--- src/rtl/fifo_byte_reader.sv ---
// Purpose : pops words from an upstream FIFO and serialises each one into bytes.
// Latency : a word seen while IDLE becomes byte_valid on the next cycle; words run back-to-back with no bubble.
// Backpress: byte_out/byte_valid hold until byte_ready; no new fetch occurs until the last byte is accepted.
//
// Byte order: least significant byte first by default. Define FIFO_BYTE_READER_MSB_FIRST_EN
// to emit the most significant byte first instead.
// Legal data_width values: multiples of 8 from 8 to 64.

module fifo_byte_reader #(
    parameter int data_width = 32
) (
    input  logic                  clk,
    input  logic                  reset,
    input  logic [data_width-1:0] fifo_data,
    input  logic                  fifo_empty,
    output logic                  fifo_next,
    input  logic                  enable,
    input  logic                  abort,
    output logic [7:0]            byte_out,
    output logic                  byte_valid,
    input  logic                  byte_ready,
    output logic                  busy,
    output logic [15:0]           words_sent
);

    localparam int nbytes = data_width / 8;
    localparam int idx_w  = (nbytes > 1) ? $clog2(nbytes) : 1;
    localparam logic [idx_w-1:0] last_idx = idx_w'(nbytes - 1);

    typedef enum logic {
        IDLE = 1'b0,
        SEND = 1'b1
    } state_t;

    state_t                state;
    state_t                state_nxt;
    logic [data_width-1:0] hold_q;
    logic [data_width-1:0] hold_nxt;
    logic [idx_w-1:0]      idx_q;
    logic [idx_w-1:0]      idx_nxt;
    logic [15:0]           words_q;
    logic [15:0]           words_nxt;

    logic accept;
    logic last_accept;
    logic fetch;

    // A byte is offered for every cycle spent in SEND; the state register alone
    // drives these so they collapse to 0 the instant reset rises.
    assign byte_valid  = (state == SEND);
    assign busy        = (state != IDLE);
    assign words_sent  = words_q;

    assign accept      = byte_valid && byte_ready;
    assign last_accept = accept && (idx_q == last_idx);

    // Fetch either from IDLE or in the cycle the final byte leaves, so words
    // chain without a gap. Reset and abort both veto the pop combinationally.
    assign fetch     = !reset && enable && !fifo_empty && !abort &&
                       ((state == IDLE) || last_accept);
    assign fifo_next = fetch;

    // Select the byte under the index from the holding register.
    always_comb begin
        byte_out = 8'h00;
        for (int i = 0; i < nbytes; i++) begin
            if (idx_q == idx_w'(i)) begin
`ifdef FIFO_BYTE_READER_MSB_FIRST_EN
                byte_out = hold_q[8*(nbytes-1-i) +: 8];
`else
                byte_out = hold_q[8*i +: 8];
`endif
            end
        end
    end

    // Next-state and datapath update; abort overrides every other event.
    always_comb begin
        state_nxt = state;
        hold_nxt  = hold_q;
        idx_nxt   = idx_q;
        words_nxt = words_q;
        if (abort) begin
            // Drop the word in flight without counting it.
            state_nxt = IDLE;
            idx_nxt   = '0;
        end else begin
            case (state)
                IDLE: begin
                    if (fetch) begin
                        hold_nxt  = fifo_data;
                        idx_nxt   = '0;
                        state_nxt = SEND;
                    end
                end
                SEND: begin
                    if (last_accept) begin
                        words_nxt = words_q + 16'd1;
                        idx_nxt   = '0;
                        if (fetch) begin
                            hold_nxt  = fifo_data;
                            state_nxt = SEND;
                        end else begin
                            state_nxt = IDLE;
                        end
                    end else if (accept) begin
                        idx_nxt = idx_q + idx_w'(1);
                    end
                end
                default: begin
                    state_nxt = IDLE;
                end
            endcase
        end
    end

    // State register.
    always_ff @(posedge clk or posedge reset) begin
        if (reset) begin
            state <= IDLE;
        end else begin
            state <= state_nxt;
        end
    end

    // Holding register, byte index and completed-word counter.
    always_ff @(posedge clk or posedge reset) begin
        if (reset) begin
            hold_q  <= '0;
            idx_q   <= '0;
            words_q <= 16'h0000;
        end else begin
            hold_q  <= hold_nxt;
            idx_q   <= idx_nxt;
            words_q <= words_nxt;
        end
    end

endmodule

--- config.mk ---
export PLATFORM = sky130hd
export DESIGN_NAME = fifo_byte_reader
export DESIGN_NICKNAME = d
export VERILOG_FILES = /design/src/rtl/fifo_byte_reader.sv
export SDC_FILE = /design/constraint.sdc
export NUM_CORES = 1
export LEC_CHECK = 0
export CORE_MARGIN = 1.5
export CORE_UTILIZATION = 52
export CTS_CLUSTER_SIZE = 28
export DETAILED_ROUTE_END_ITERATION = 10
export HOLD_SLACK_MARGIN = 0.03
export PLACE_DENSITY = 0.95
export SYNTH_ARGS = -nofsm -noshare
export SYNTH_HDL_FRONTEND = slang
export SYNTH_SLANG_ARGS = --single-unit
--- constraint.sdc ---
create_clock -name clk -period 4.8 [get_ports clk]
set_input_delay 0.96 -clock clk [delete_from_list [all_inputs] [get_ports clk]]
set_output_delay 0.96 -clock clk [all_outputs]
set_load 0.005 [all_outputs]
* Yosys cells after proc, flatten, opt, wreduce, memory -nomap -nowiden
Cells that the tools add are included.
Storage, ports and cells: bits in registers 51, input port bits 38, output and inout port bits 27, word-level logic and storage cells 44
Operators by class: add/sub/neg operators 2, equality and inequality tests 6, muxes and demuxes 16, bitwise operators 2, reduce and logical (&&, ||, !) cells 14
Operators by type and width (number):
- $mux W32 | 2
- $pmux W32 S2 | 1
- $mux W8 | 4
- $add A16 B1 Y16 const B | 1
- $mux W2 | 4
- $logic_and A1 B1 Y1 | 6
- $eq A2 B2 Y1 const B | 2
- $ne A4 B2 Y1 const B | 1
- $pmux W2 S2 | 1
- $reduce_and A2 Y1 | 2
- $logic_not A1 Y1 | 3
- $mux W1 | 3
- $ne A3 B3 Y1 const B | 1
- $reduce_and A3 Y1 | 1
- $add A2 B1 Y2 const B | 1
- $eq A2 B1 Y1 const B | 1
- $logic_not A2 Y1 | 1
- $ne A2 B1 Y1 const B | 1
- $not A1 Y1 | 2
- $pmux W1 S2 | 1
- $logic_or A1 B1 Y1 | 1

* Longest topological paths before layout
Gate-level depths: netlist of run 1.
depth after elaboration 9, depth in mapped cells 7, depth with buffers taken out 6

* Worst setup path after synthesis of run 1
Ideal clock, no wire load.
kind input-to-output, start point input port abort, end point output port fifo_next, arrival 1.887 ns, data required time 3.840 ns, slack 1.953 ns, stages on the path 3, path buffers 1, cell sequence or4b_4 a21oi_4 buf_6
Between the ends: longest elaborated chain between the ends 3
RTL lines:
- start: declaration | line 18 | input logic abort,
- $logic_not A1 Y1 | line 59 | assign fetch = !reset && enable && !fifo_empty && !abort &&
- $logic_and A1 B1 Y1 (2 in a row) | line 59
- end: declaration | line 16 | output logic fifo_next,
No other way between the ends.

* Worst setup path after layout of run 1
Same ends and word-level chain as after synthesis.

==> results of run 1 <==
[critical path, cell delays in order]
cell and delay (ps):
sky130_fd_sc_hd__clkdlybuf4s50_1 470, sky130_fd_sc_hd__or4b_4 590, sky130_fd_sc_hd__a21oi_4 150, sky130_fd_sc_hd__clkdlybuf4s50_1 520
[cell usage in the layout (no fill, tap or decap), types with 5 or more instances in the layout]
cell                              count
sky130_fd_sc_hd__clkbuf_8             5
sky130_fd_sc_hd__clkdlybuf4s50_1     64
sky130_fd_sc_hd__dfrtp_1             51
sky130_fd_sc_hd__ha_1                 5
sky130_fd_sc_hd__mux2_2              33
sky130_fd_sc_hd__mux2i_1              8
sky130_fd_sc_hd__nand2_1             31
sky130_fd_sc_hd__nand3_1              5
sky130_fd_sc_hd__nand4_1              6
sky130_fd_sc_hd__nor2_1               7
sky130_fd_sc_hd__o21ai_0             17
sky130_fd_sc_hd__xnor2_1              8
sky130_fd_sc_hd__xor2_1               7
[routing by layer]
metal  up-vias  share of wire  routed length, um  global-route usage
met3         5          0.048                248              0.0442
met1       857           0.42               2190               0.273
met5         -              0                  0                   0
met4         0          0.014                 73              0.0692
li1        826              -                  -                   -
met2        53           0.52               2680               0.376
[cells in the mapped netlist (all sizes together)]
cell and instances:
clkbuf 4, o21ai 17, buf 6, nor2 7, ha 5, dfrtp 51, and3 2, nor3 2
inv 5, a31oi 1, xor2 7, or4b 1, and4 2, nand4 6, or2 1, xnor2 8
mux2 33, a21oi 2, nand2 31, and4b 1, nand3 5, mux2i 8
[sequential cells by signal, indices dropped and copies added (netlist names)]
| signal | cells |
|---|---|
| words_sent | 16 |
| busy | 1 |
| hold_q | 32 |
| idx_q | 2 |
[area by class of cell]
| class | count | area [um^2] |
|---|---|---|
| Timing Repair Buffer | 65 | 648 |
| Clock buffer | 6 | 72.6 |
| Fill cell | 321 | 1270 |
| Sequential cell | 51 | 1280 |
| Tap cell | 52 | 65.1 |
| Multi-Input combinational cell | 139 | 1030 |
| Inverter | 5 | 18.8 |
[where the power goes]
group	switching [W]	internal, W	total (W)
Clock	0.000130	0.0000975	0.000227
Sequential	0.0000356	0.000494	0.000530
Combinational	0.0000652	0.000122	0.000188
[final timing paths]
| check | start | endpoint | cells after the start |
|---|---|---|---|
| setup / recovery | abort | fifo_next | 4 |
| hold / removal | words_sent[15]$_DFFE_PP0P_ | words_sent[15]$_DFFE_PP0P_ | 1 |
| setup reg to reg | idx_q[0]$_DFFE_PP0P_ | hold_q[1]$_DFFE_PP0P_ | 5 |
| hold reg to reg | words_sent[15]$_DFFE_PP0P_ | words_sent[15]$_DFFE_PP0P_ | 1 |
| max in group asynchronous | reset | hold_q[7]$_DFFE_PP0P_ | 2 |
| min in group asynchronous | reset | hold_q[3]$_DFFE_PP0P_ | 2 |
[through the flow]
step	worst slack [ps]	power [W]	area, um^2	instances	util
after floorplan	1950	0.000630	2390	205	-
after global placement	1190	0.000714	3040	312	0.694
after detailed placement	1150	0.000727	3040	312	0.694
after CTS	1150	0.000953	3110	318	0.710
after global routing	1120	0.000990	3110	318	0.710
final	1150	0.000945	3110	318	0.710
[cell families (layout without fill, tap and decap cells)]
family	Yosys count	count (layout)	share of synthesized area
muxes	41	41	0.189
DFF	51	51	0.533
xor gates and xnor gates	15	15	0.0549
adders and majority gates	5	5	0.0261
and+or+nand+nor	58	58	0.115
AOI/OAI and AO/OA	20	20	0.0470
buffers and inverters	15	76	0.0355
==> results_dict.tcl, run 1 <==
set metrics [dict create \
    status "finished clean" \
    timing.critical_path.required_ps 3840 \
    synth_sequential_area_ratio 0.533 \
    io_buffers 64 \
    cts.clk_slew.worst_paths_ps 90 \
    crit_path_end_kind "output port" \
    cellLeakagePower_nw 1.32 \
    cts-hold-fix-buffers 0 \
    finalHoldViolCount 0 \
    fin_crit_sh 0.760 \
    timing_worst_slew_pin_value_ps 1060 \
    number_of_global_route_vias_before_repair 1748 \
    critical_path_arrival_ps 2690 \
    cts_tree "yes" \
    ctsResizeCount 0 \
    dr_total_vias 1741 \
    ioPinCount 65 \
    timing.setup.critical_path_class "in -> out" \
    share_of_layout_cells_above_drive_strength_1 0.162 \
    grt_setup_unrepaired "false" \
    floorplan.initialDensity 0.546 \
    cts_inserted_buffers 5 \
    coreArea_um2 4380 \
    synth-seq-cells 51 \
    vias_per_cell 5.47 \
    average_footprint_of_a_synthesized_cell_um2 11.7 \
    power.ir.vdd_worst_v 0.000192 \
    insertion_delay_ps 300 \
    fin_hold_ws_ps 476 \
    grt_max_degree 52 \
    finClkSkew_ps 9.69 \
    clk_path_buf_depth 2 \
    postSynthCellCount 205 \
    synth_top_area_cell "sky130_fd_sc_hd__dfrtp_1" \
    drc 0 \
    areal_power_density_over_the_cells_nw_per_um2 304 \
    cts.htree.levels 2 \
    fp.dieH_um 70.9 \
    fin_nets 310 \
    report.final.slew_viol_count 0 \
    number_of_nets_in_the_synthesized_netlist 248 \
    yosysWarningCount 0 \
    post_synth_main_area_contributors "sky130_fd_sc_hd__dfrtp_1, sky130_fd_sc_hd__mux2_2, sky130_fd_sc_hd__nand2_1" \
    holdCritPathClass "reg -> reg" \
    routed_wire_length_per_instance_um 16.3 \
    postCtsSetupRepairBufs 0 \
    post-route-min-period_ps 3650 \
    grt_overflow_total 0 \
    fin_setup_tns_ps 0 \
    drt-total-wl_um 5190 \
    clock_sink_count 51 \
    relSlewSlack 0.292 \
    timing.critical_path.fanout_max 5 \
    synthesis.area_um2 2390 \
    achievable-frequency_mhz 274 \
    slack_of_the_worst_reg_to_reg_path_ps 2430 \
    cts.root.buffer_cell "sky130_fd_sc_hd__clkbuf_8" \
    number_of_antenna_violations_at_the_first_check_in_global_routing 0 \
    drt-pass1-iter-count 4 \
    rows 24 \
    area_added_between_synthesis_and_finish_pct 30.0 \
    drt_iter0_drc 105 \
    post_dp_hpwl_um 3620 \
    grt_pass1_wl_um 8460 \
    worstSetupStartpointType "input pin" \
    maxCapViolCount 0 \
    dieArea_um2 5020 \
    fp.dieW_um 70.9 \
    synthDistinctLibCells 25 \
    antenna_violating_nets_post_route 0 \
    gp_congestion 0.777 \
    antenna_cells 0 \
    setup_viol 0 \
    synth_top_area_share 0.533 \
    total_global_routing_track_utilization 0.217 \
]
(Power assumes the default switching activity.)
==> run 2, diff against run 1 <==
--- a/config.mk
+++ b/config.mk
@@ -6,11 +6,11 @@
 export NUM_CORES = 1
 export LEC_CHECK = 0
 export CORE_MARGIN = 1.5
-export CORE_UTILIZATION = 52
+export CORE_UTILIZATION = 48
 export CTS_CLUSTER_SIZE = 28
 export DETAILED_ROUTE_END_ITERATION = 10
 export HOLD_SLACK_MARGIN = 0.03
-export PLACE_DENSITY = 0.95
+export PLACE_DENSITY = 0.9
 export SYNTH_ARGS = -nofsm -noshare
 export SYNTH_HDL_FRONTEND = slang
 export SYNTH_SLANG_ARGS = --single-unit
==> constraint.sdc (replaced) <==
create_clock -name clk -period 3.66 [get_ports clk]
set_input_delay 0.732 -clock clk [delete_from_list [all_inputs] [get_ports clk]]
set_output_delay 0.732 -clock clk [all_outputs]
set_load 0.005 [all_outputs]
==> run 2 against run 1 <==
  * Worst hold slack is essentially flat
  * Die area grew 8.0%
  * Sequential share of layout area shrank 0.36 points
  * Via count shrank 1.3%
  * Worst setup slack lost 660 ps
  * Combinational power grew 30%
  * First-iteration DRC count grew 28%
  * Register-to-register slack lost 1100 ps
  * Sequential cell count is the same
==> results_dict.tcl, run 2 (synthesis results as in run 1) <==
set metrics [dict create \
    status "finished clean" \
    setup_ws_post_layout_ps 494 \
    fin_crit_sh 0.865 \
    cts_inserted_buffers 5 \
    series_of_cell_instances_along_the_critical_path "clkdlybuf4s50_1 > or4b_4 > a21oi_4 > clkdlybuf4s50_1" \
    number_of_global_route_vias_before_repair 1645 \
    mostFrequentLayoutCell "sky130_fd_sc_hd__clkdlybuf4s50_1" \
    post-route-min-period_ps 3170 \
    drc 0 \
    wl_met2_um 2440 \
    cts.htree.levels 2 \
    share_of_layout_cells_above_drive_strength_1 0.164 \
    cts-hold-fix-buffers 0 \
    placed_cells 327 \
    dr_wl_met3_um 207 \
    ioPinCount 65 \
    vias_per_cell 5.13 \
    fin_setup_tns_ps 0 \
    rows 25 \
    master_of_the_slowest_instance_on_the_critical_path "sky130_fd_sc_hd__or4b_4" \
    critical_path_arrival_ps 2430 \
    area_added_between_synthesis_and_finish_pct 31.2 \
    clock_sink_count 51 \
    dr_total_vias 1719 \
    detail_route.wirelength.met1_um 2150 \
    worstSetupStartpointType "input pin" \
    crit_path_end_kind "output port" \
    swShare 0.243 \
    final_cell_mix "sky130_fd_sc_hd__clkdlybuf4s50_1, sky130_fd_sc_hd__dfrtp_1, sky130_fd_sc_hd__mux2_2" \
    fp.dieH_um 73.6 \
    io_buffers 64 \
    ctsResizeCount 0 \
    critPathLaunch "abort" \
    holdCritPathClass "reg -> reg" \
    grt_setup_unrepaired "false" \
    relSlewSlack 0.309 \
    finalNonFillerCells 335 \
    post_dp_hpwl_um 3560 \
    antenna_cells 0 \
    power.share.combinational 0.196 \
    number_of_antenna_violations_at_the_first_check_in_global_routing 0 \
    areal_power_density_over_the_cells_nw_per_um2 397 \
    fin_nets 310 \
    cts_tree "yes" \
    timing.setup.critical_path_class "in -> out" \
    drt-pass1-iter-count 4 \
    worst-path-buf-inv 2 \
    proportion_of_power_drawn_by_the_clock_network 0.247 \
    setup_viol 0 \
    cts.clk_slew.worst_paths_ps 80 \
    timing.critical_path.max_delay_family "buffers and inverters" \
    floorplan.initialDensity 0.504 \
    timing.critical_path.required_ps 2930 \
    clk_path_buf_depth 2 \
    antenna_violating_nets_post_route 0 \
    power.share.sequential 0.557 \
    cp_common_cell "sky130_fd_sc_hd__clkdlybuf4s50_1" \
    rr_startpoint "idx_q[0]$_DFFE_PP0P_" \
    maxCapViolCount 0 \
    max_stage_delay_ps 590 \
    dp_worst_setup_slack_ps 489 \
    registers.top_by_ff_count "hold_q" \
    top_layer "met4" \
    net-switching-power_w 0.000302 \
    max_ffs_per_register 32 \
    drt-total-wl_um 4880 \
    coreArea_um2 4750 \
    finClkSkew_ps 5.37 \
    timing.hold.worst.start "words_sent[15]$_DFFE_PP0P_" \
    cellLeakagePower_nw 1.32 \
    power.ir.vdd_worst_v 0.000219 \
    gp_congestion 0.805 \
    area_of_combinational_cells_with_multiple_inputs_um2 1030 \
    timing.critical_path.fanout_max 5 \
    grt_pass1_wl_um 7960 \
    timing_worst_slew_pin_value_ps 1040 \
    report.final.slew_viol_count 0 \
    achievable-frequency_mhz 316 \
    postCtsSetupRepairBufs 0 \
    dieArea_um2 5420 \
    total_global_routing_track_utilization 0.195 \
    cts.root.buffer_cell "sky130_fd_sc_hd__clkbuf_8" \
    drt_iter0_drc 134 \
    grt_overflow_total 0 \
    routed_wire_length_per_instance_um 14.6 \
    fp.dieW_um 73.6 \
    regArea_um2 1280 \
    grt_max_degree 52 \
    internal_power_w 0.000944 \
    insertion_delay_ps 300 \
    finalHoldViolCount 0 \
    fillers 378 \
]
## run 2: cell count changes in the layout (fill, tap and decap cells not counted)
cell                       change
sky130_fd_sc_hd__clkbuf_1      +1
sky130_fd_sc_hd__clkinv_2      +1
## run 2: final cells by class
cell class / count / share of cell area
clock buffers: 7 / 0.0243
clock inverters: 1 / 0.00159
inverters: 5 / 0.00597
multi-input cells: 139 / 0.329
flip-flops and latches: 51 / 0.406
well taps: 67 / 0.0267
repair buffers: 65 / 0.206
## run 2: through the flow
step	area, um^2	util	hold slack (ps)	total power (W)
floorplan	2390	-	465	0.000827
global placement	3060	0.644	461	0.000938
detailed placement	3060	0.644	468	0.000954
CTS	3140	0.661	480	0.00126
global route	3140	0.661	491	0.00132
finish	3140	0.661	476	0.00125
## run 2: worst register-to-register path, stage by stage (launching register included)
cell,delay (ps)
sky130_fd_sc_hd__dfrtp_1,420
sky130_fd_sc_hd__ha_1,570
sky130_fd_sc_hd__and4b_1,550
sky130_fd_sc_hd__nand3_1,270
sky130_fd_sc_hd__nor3_1,280
sky130_fd_sc_hd__xor2_1,160
## run 2: worst paths after layout
check / end / slack [ps] / depth (start not counted)
max: fifo_next / 490 / 4
min: words_sent[15]$_DFFE_PP0P_ / 480 / 1
max reg2reg: words_sent[15]$_DFFE_PP0P_ / 1340 / 5
min reg2reg: words_sent[15]$_DFFE_PP0P_ / 480 / 1
max in group asynchronous: hold_q[5]$_DFFE_PP0P_ / 1980 / 2
min in group asynchronous: idx_q[1]$_DFFE_PP0P_ / 1040 / 2
## run 2: power groups by stage
stage          clock network, W  registers [W]  logic (W)
2_1_floorplan                 0       0.000690   0.000136
3_3_place_gp                  0       0.000699   0.000239
3_5_place_dp                  0       0.000705   0.000249
4_1_cts                0.000318       0.000693   0.000249
5_1_grt                0.000344       0.000703   0.000269
6_report               0.000308       0.000694   0.000244
## run 2: routing by layer
layer | up-vias | global-route usage
li1 | 830 | -
met1 | 839 | 0.265
met2 | 42 | 0.311
met3 | 8 | 0.0412
met4 | 0 | 0.0679
met5 | - | 0
